===== src/rtl/envelope_shaper.sv =====
// rtl/envelope_shaper.sv - gated ADSR envelope applied about mid-scale to an 8-bit sample stream
module envelope_shaper #(
  parameter int RATE_WIDTH = 8
) (
  input  logic                  clk,
  input  logic                  reset_n,
  input  logic [7:0]            sample_in,
  input  logic                  gate,
  input  logic [RATE_WIDTH-1:0] attack_rate,
  input  logic [RATE_WIDTH-1:0] decay_rate,
  input  logic [7:0]            sustain_level,
  input  logic [RATE_WIDTH-1:0] release_rate,
  output logic [7:0]            sample_out,
  output logic [7:0]            envelope,
  output logic [2:0]            state
);

  typedef enum logic [2:0] {
    S_IDLE    = 3'd0,
    S_ATTACK  = 3'd1,
    S_DECAY   = 3'd2,
    S_SUSTAIN = 3'd3,
    S_RELEASE = 3'd4
  } state_e;

  state_e                  state_q, state_d;
  logic [7:0]              env_q, env_d;
  logic [RATE_WIDTH-1:0]   presc_q, presc_d;
  logic [7:0]              sample_out_q, sample_out_d;
  logic [RATE_WIDTH-1:0]   rate;
  logic                    step;
  logic [7:0]              env_up, env_dn;
  logic [8:0]              s_cent;
  logic [17:0]             prod;

  always_comb begin
    rate = '0;
    case (state_q)
      S_ATTACK:  rate = attack_rate;
      S_DECAY:   rate = decay_rate;
      S_RELEASE: rate = release_rate;
      default:   rate = '0;
    endcase
  end

  assign step   = (presc_q == rate);
  assign env_up = env_q + 8'd1;
  assign env_dn = env_q - 8'd1;

  // Gate is evaluated first; a gate drop still lets this edge's step land.
  always_comb begin
    state_d = state_q;
    env_d   = env_q;
    case (state_q)
      S_IDLE: begin
        env_d = 8'd0;
        if (gate) state_d = S_ATTACK;
      end
      S_ATTACK: begin
        if (env_q == 8'd255) begin
          state_d = gate ? S_DECAY : S_RELEASE;
        end else begin
          if (step) env_d = env_up;
          if (!gate)                          state_d = S_RELEASE;
          else if (step && env_up == 8'd255)  state_d = S_DECAY;
        end
      end
      S_DECAY: begin
        if (!gate) begin
          state_d = S_RELEASE;
          if (step && env_q != 8'd0) env_d = env_dn;
        end else if (env_q <= sustain_level) begin
          env_d   = sustain_level;
          state_d = S_SUSTAIN;
        end else if (step) begin
          env_d = env_dn;
          if (env_dn <= sustain_level) begin
            env_d   = sustain_level;
            state_d = S_SUSTAIN;
          end
        end
      end
      S_SUSTAIN: begin
        if (!gate) state_d = S_RELEASE;
        else       env_d   = sustain_level;
      end
      S_RELEASE: begin
        if (gate) begin
          state_d = S_ATTACK;
        end else if (env_q == 8'd0) begin
          state_d = S_IDLE;
        end else if (step) begin
          env_d = env_dn;
          if (env_dn == 8'd0) state_d = S_IDLE;
        end
      end
      default: begin
        state_d = S_IDLE;
        env_d   = 8'd0;
      end
    endcase
  end

  always_comb begin
    presc_d = presc_q + 1'b1;
    if (step || state_d != state_q) presc_d = '0;
  end

  // Centre the sample, multiply by the pre-update envelope, floor-shift by 8.
  assign s_cent = {1'b0, sample_in} - 9'd128;
  assign prod   = {{9{s_cent[8]}}, s_cent} * {10'd0, env_q};

  always_comb begin
    sample_out_d = 8'd128 + prod[15:8];
  end

  always_ff @(posedge clk or negedge reset_n) begin
    if (!reset_n) begin
      state_q      <= S_IDLE;
      env_q        <= 8'd0;
      presc_q      <= '0;
      sample_out_q <= 8'h80;
    end else begin
      state_q      <= state_d;
      env_q        <= env_d;
      presc_q      <= presc_d;
      sample_out_q <= sample_out_d;
    end
  end

  assign sample_out = sample_out_q;
  assign envelope   = env_q;
  assign state      = state_q;

endmodule


===== config.mk =====
export PLATFORM = sky130hd
export DESIGN_NAME = envelope_shaper
export DESIGN_NICKNAME = d
export VERILOG_FILES = /design/src/rtl/envelope_shaper.sv
export SDC_FILE = /design/constraint.sdc
export NUM_CORES = 1
export LEC_CHECK = 0
export BUFFER_PORTS_ARGS = -buffer_cell sky130_fd_sc_hd__buf_2
export CORE_MARGIN = 2
export CORE_UTILIZATION = 55
export DETAILED_ROUTE_END_ITERATION = 16
export GPL_ROUTABILITY_DRIVEN = 0
export HOLD_SLACK_MARGIN = 0.15
export PLACE_DENSITY = 0.8
export SLEW_MARGIN = 40
export SYNTH_ARGS = -nofsm -noshare
export SYNTH_HDL_FRONTEND = slang
export SYNTH_SLANG_ARGS = --single-unit

===== constraint.sdc =====
create_clock -name clk -period 13.35 [get_ports clk]
set_clock_uncertainty 0.1 [all_clocks]
set_input_delay 2.67 -clock clk [delete_from_list [all_inputs] [get_ports clk]]
set_output_delay 2.67 -clock clk [all_outputs]
set_load 0.005 [all_outputs]

==> Yosys cells after proc, flatten, opt, wreduce, memory -nomap -nowiden <==
Index checks and enable logic that the tools add are counted.
{ "word_totals": {"reg_bits": 27, "inputBits": 43, "word_cells": 65} }
{ "op_classes": {"n_lt_le_gt_ge": 2, "n_reduce_logical": 8, "n_mul": 1, "muxes": 29, "eq_ne": 16, "n_addsub": 5} }
{ "ops": {"columns": ["cell", "n"], "rows": [
  ["$mux 8", 12],
  ["$mux 3", 14],
  ["$pmux 8 s4", 1],
  ["$pmux 8 s3", 1],
  ["$add 8x1->8 const B", 2],
  ["$eq 8x8->1 const B", 2],
  ["$le 8x8->1", 2],
  ["$logic_not 8->1", 2],
  ["$mul 9x9->16", 1],
  ["$pmux 3 s5", 1],
  ["$ne 2x2->1 const B", 6],
  ["$sub 8x8->9 const B", 1],
  ["$add 8x8->8 const A", 1],
  ["$eq 8x8->1", 1],
  ["$reduce_and 8->1", 1],
  ["$reduce_bool 8->1", 1],
  ["$sub 8x1->8 const B", 1],
  ["$eq 3x2->1 const B", 2],
  ["$ne 4x4->1 const B", 1],
  ["$eq 3x1->1 const B", 1],
  ["$eq 3x3->1 const B", 1],
  ["$logic_not 3->1", 1],
  ["$ne 3x3->1", 1],
  ["$ne 3x3->1 const B", 1],
  ["other kinds (2)", 3]
]} }

==> Depth between registers and ports, before layout <==
{ "depth": {"ltp_word": 11, "ltp_mapped": 20, "ltp_nobuf": 19} }

==> Least setup slack after synthesis <==
OpenSTA, ideal clock, no wires.
{ "synth_path": {"path_type": "input to register", "start": "input sample_in[7]", "end": "register sample_out_q[7] (netlist: sample_out[7])", "path_slack_ns": 6.375, "setup_time_ns": 0.075, "cell_stages": 16, "t_arrival_ns": 6.799, "cell_sequence": "nand2b_1 -> inv_1 -> fa_1 -> fa_1 -> inv_1 -> fa_1 -> inv_1 -> fa_1 -> ha_1 -> a21o_1 -> a41o_1 -> and2_1 -> o21a_1 -> o21a_1 -> o41ai_1 -> xnor2_1"} }
{ "synth_between": {"elab_chain_len": 3} }
{ "synth_rtl": {"columns": ["item", "line_no", "rtl"], "rows": [
  ["start: declaration", "7", "input logic [7:0] sample_in,"],
  ["$sub 8x8->9", "110", "assign s_cent = {1'b0, sample_in} - 9'd128;"],
  ["$mul 9x9->16", "111", "assign prod = {{9{s_cent[8]}}, s_cent} * {10'd0, env_q};"],
  ["$add 8x8->8", "114", "sample_out_d = 8'd128 + prod[15:8];"],
  ["named net sample_out_d[7]", "29", "logic [7:0] sample_out_q, sample_out_d;"],
  ["end signal: assignment", "127", "sample_out_q <= sample_out_d;"],
  ["end: declaration", "29", null]
]} }
The timed path passes the listed nets, and every way through them passes these cells.
A chain may end at the register's enable or synchronous reset.

==> Worst setup path in the final report <==
Ends and elaborated chain as after synthesis.

==> parameters.txt <==
Parameter                              Value

Clocking
  Sink Count    27
  TritonCTS buffer count    3
  Worst skew pair latency    about 0.28 ns
  Clock tree root buffer cell    clkbuf_8
  Post-CTS setup repair buffer count    0
  Maximum level of the CTS H-tree    1
  Buffer depth of the longest clock path    2
  Reg clk slew, reported paths    ~0.10 ns
  Post-cts repair resize count    0
  CTS Hold Bufs    0
  CTS tree    built

GRT
  Antenna violations before repair    0
  Via count of the first global-routing pass    ~4400
  Total global routing track utilization    approximately a quarter
  Wire length of the first global-routing pass    19900 um
  Overflow left after global routing    0
  Pin count of the biggest net entering global routing    between 50 and 60

Final layout
  Finished Core Util    about three fifths
  Fraction of final layout cells sized beyond drive strength 1    13.9%
  Area growth from synthesis to layout    7.37%
  Nets@finish    740
  Antenna diodes    0
  Filler cell count in the final layout    approximately 770

Power
  Leakage power    roughly 2.5 nW
  Highest ir drop seen on vdd    between 200 and 250 uV
  Power density of the placed cells    around 200 nW/um2

Critical path
  Capturing element type of the critical path    register
  Top cell by count, worst path    fa_1
  FF-to-FF setup slack    between 7 and 8 ns
  Arrival time at the worst endpoint    roughly 7.2 ns
  Reg-to-reg critical path startpoint    envelope[1]
  Reg2reg end    sample_out[7]
  Logic depth of the worst register-to-register path    16
  Maximum fanout encountered on the critical timing path    8
  Data required time of the critical path    around 13 ns
  Kind of critical path    in -> reg
  Worst Setup Start Kind    input pin
  Cell-by-cell listing of the critical path    buf_2, nand2b_1, inv_1, fa_1, fa_1, inv_1, fa_1, inv_1, fa_1, ha_1, a21o_1, a41o_1, and2_1, o21a_1, o21a_1, o41ai_1, xnor2_1
  Max incr delay on CP    roughly 0.59 ns
  Worst path slowest cell    fa_1

Flow run
  Max-capacitance violation count    0

Timing
  Worst max-slew margin expressed relative to the limit    a little under half
  Setup violations, final    0
  Transition time of the tightest slew-check pin    between 0.7 and 0.8 ns
  RSZ-0062 raised after global routing    false
  Fraction of the cycle the final worst path needs    53.1%
  Summed negative setup slack over all endpoints    0 ns
  Min Clock Period, post-route    between 7 and 8 ns
  Slew Viols, Final    0
  Hold violation total from the final report    0
  F_max    roughly 140 MHz

Routing
  DRC Markers    0
  Total via count in the routed design    4193
  Final wirelength    11300 um
  Drt first pass iters    5
  DRT iter0 DRCs    between 200 and 250
  Vias per cell    5.96
  DR WL/cell    roughly 16 um
  Post-route ant nets    0

Yosys
  Count of cell types in the netlist    59
  Share of the yosys chip area belonging to registers    between 10 and 15%
  Number of warnings issued by yosys    0
  Most instantiated flip-flop cell in the synthesis netlist    dfrtp_1
  Average size of a mapped cell    between 8 and 9 um2
  Post-synth EDFFs    0
  Number of nets produced by synthesis    700
  Post-synthesis cell count    557
  Summed instance area of the synthesized netlist    just under 5000 um2
  Share of flip-flops with an asynchronous set or reset after synthesis    100%
  Synthesis-stage register bit count    27

Floorplanning
  Core outline area    around 8700 um2
  Row Count    34
  Die outline width    between 90 and 100 um
  Initial Utilization    about 56%
  Die Span Y    ~100 um
  Number of top-level pins    62
  Die Outline Area    ~9700 um2

Hold path
  Worst Hold End    presc_q[0]
  Depth of the worst hold-timing path    1
  Worst min-delay path class    reg -> reg
  Hold Crit Start    presc_q[0]

Run status
  Result of the run    finished, final reports clean

Place
  Port Buffer Count    61
  HPWL after DPL    between 8000 and 9000 um
==> layout make-up <==
type                       instances  area [um2]  area share [%]
sequential                        27         679            12.9
clock buffer                       4        45.0           0.858
multi-input combinational        416        3750            71.4
inverter                          87         327            6.22
timing repair buffer              62         313            5.96
tap                              108         135            2.58
==> per-stage QoR <==
| stage | power (W) | hold WS (ns) | area, um2 | setup slack [ns] | instances |
|---|---|---|---|---|---|
| floorplan | 0.000802 | 0.409 | 4890 | 6.38 | 557 |
| global placement | 0.000966 | 0.466 | 5200 | 6.05 | 700 |
| detailed placement | 0.00101 | 0.476 | 5200 | 5.95 | 700 |
| CTS | 0.00106 | 0.498 | 5250 | 6.25 | 704 |
| global route | 0.00120 | 0.523 | 5250 | 6.04 | 704 |
| finish | 0.00105 | 0.503 | 5250 | 6.26 | 704 |
==> kinds of logic after synthesis <==
kind of cell / share of synthesized area [%]
and+or+nand+nor: 26.0
buffers and inverters: 9.45
adders and majority gates: 33.4
AOI/OAI and AO/OA: 11.0
xor gates and xnor gates: 5.20
DFF: 13.9
muxes: 1.10
==> placed cells by master, fill, tap and decap left out, types with 4 or more instances in the layout <==
master,count
nand2b_1,9
a21oi_1,12
nor3_1,8
nand4_1,10
nor4b_2,4
nor2b_1,9
nand2_1,47
nand4bb_1,25
xnor2_1,22
and3_1,5
nor2_1,27
buf_2,61
dfrtp_1,24
inv_1,87
o21a_1,5
xor2_1,7
and2_1,31
fa_1,51
o21ai_0,13
a31oi_1,13
ha_1,49
a32oi_1,5
nand3_1,14
==> worst max path at each step <==
| stage | cells after the start | end | slack, ns | startpoint |
|---|---|---|---|---|
| floorplan | 16 | sample_out[7] | 6.38 | sample_in[7] |
| global placement | 17 | sample_out[7] | 6.05 | sample_in[7] |
| detailed placement | 17 | sample_out[7] | 5.95 | sample_in[7] |
| CTS | 17 | sample_out[7] | 6.25 | sample_in[7] |
| global route | 17 | sample_out[7] | 6.04 | sample_in[7] |
| finish | 17 | sample_out[7] | 6.26 | sample_in[7] |
==> where the power goes <==
group          internal [W]  total (W)  switching [W]
registers          0.000116   0.000180      0.0000640
logic              0.000375   0.000823       0.000447
clock network     0.0000215  0.0000485      0.0000270
total              0.000512    0.00105       0.000538
==> state kept, by name, indices dropped and copies added, names as in the netlist <==
name        count
envelope        8
state           3
presc_q         8
sample_out      8
==> metal layers <==
layer / vias up / routed length (um) / global-route usage (%) / part of all wire (%)
li1: 1961 / - / - / -
met1: 2061 / 4540 / 30.8 / 40
met2: 149 / 5800 / 45.2 / 51
met3: 22 / 685 / 3.36 / 6.1
met4: 0 / 242 / 7.27 / 2.1
met5: - / 0 / 0 / 0
==> cells in the mapped netlist, drive strengths merged, types with 13 or more instances <==
| cell | n | area, um2 |
|---|---|---|
| a31oi | 13 | 81.3 |
| and2 | 31 | 194 |
| clkbuf | 16 | 60.1 |
| dfrtp | 26 | 651 |
| fa | 51 | 1020 |
| ha | 49 | 613 |
| inv | 87 | 327 |
| nand2 | 47 | 176 |
| nand3 | 14 | 70.1 |
| nand4bb | 25 | 282 |
| nor2 | 27 | 101 |
| o21ai | 14 | 73.8 |
| xnor2 | 22 | 193 |
==> worst max-delay path: cells and delay by family <==
kind                       cells  cell delay, ns
and+or+nand+nor                2            0.37
xor gates and xnor gates       1            0.16
buffers and inverters          4            0.40
AOI/OAI and AO/OA              5            1.14
adders and majority gates      5            2.47
(Power assumes the default switching activity.)
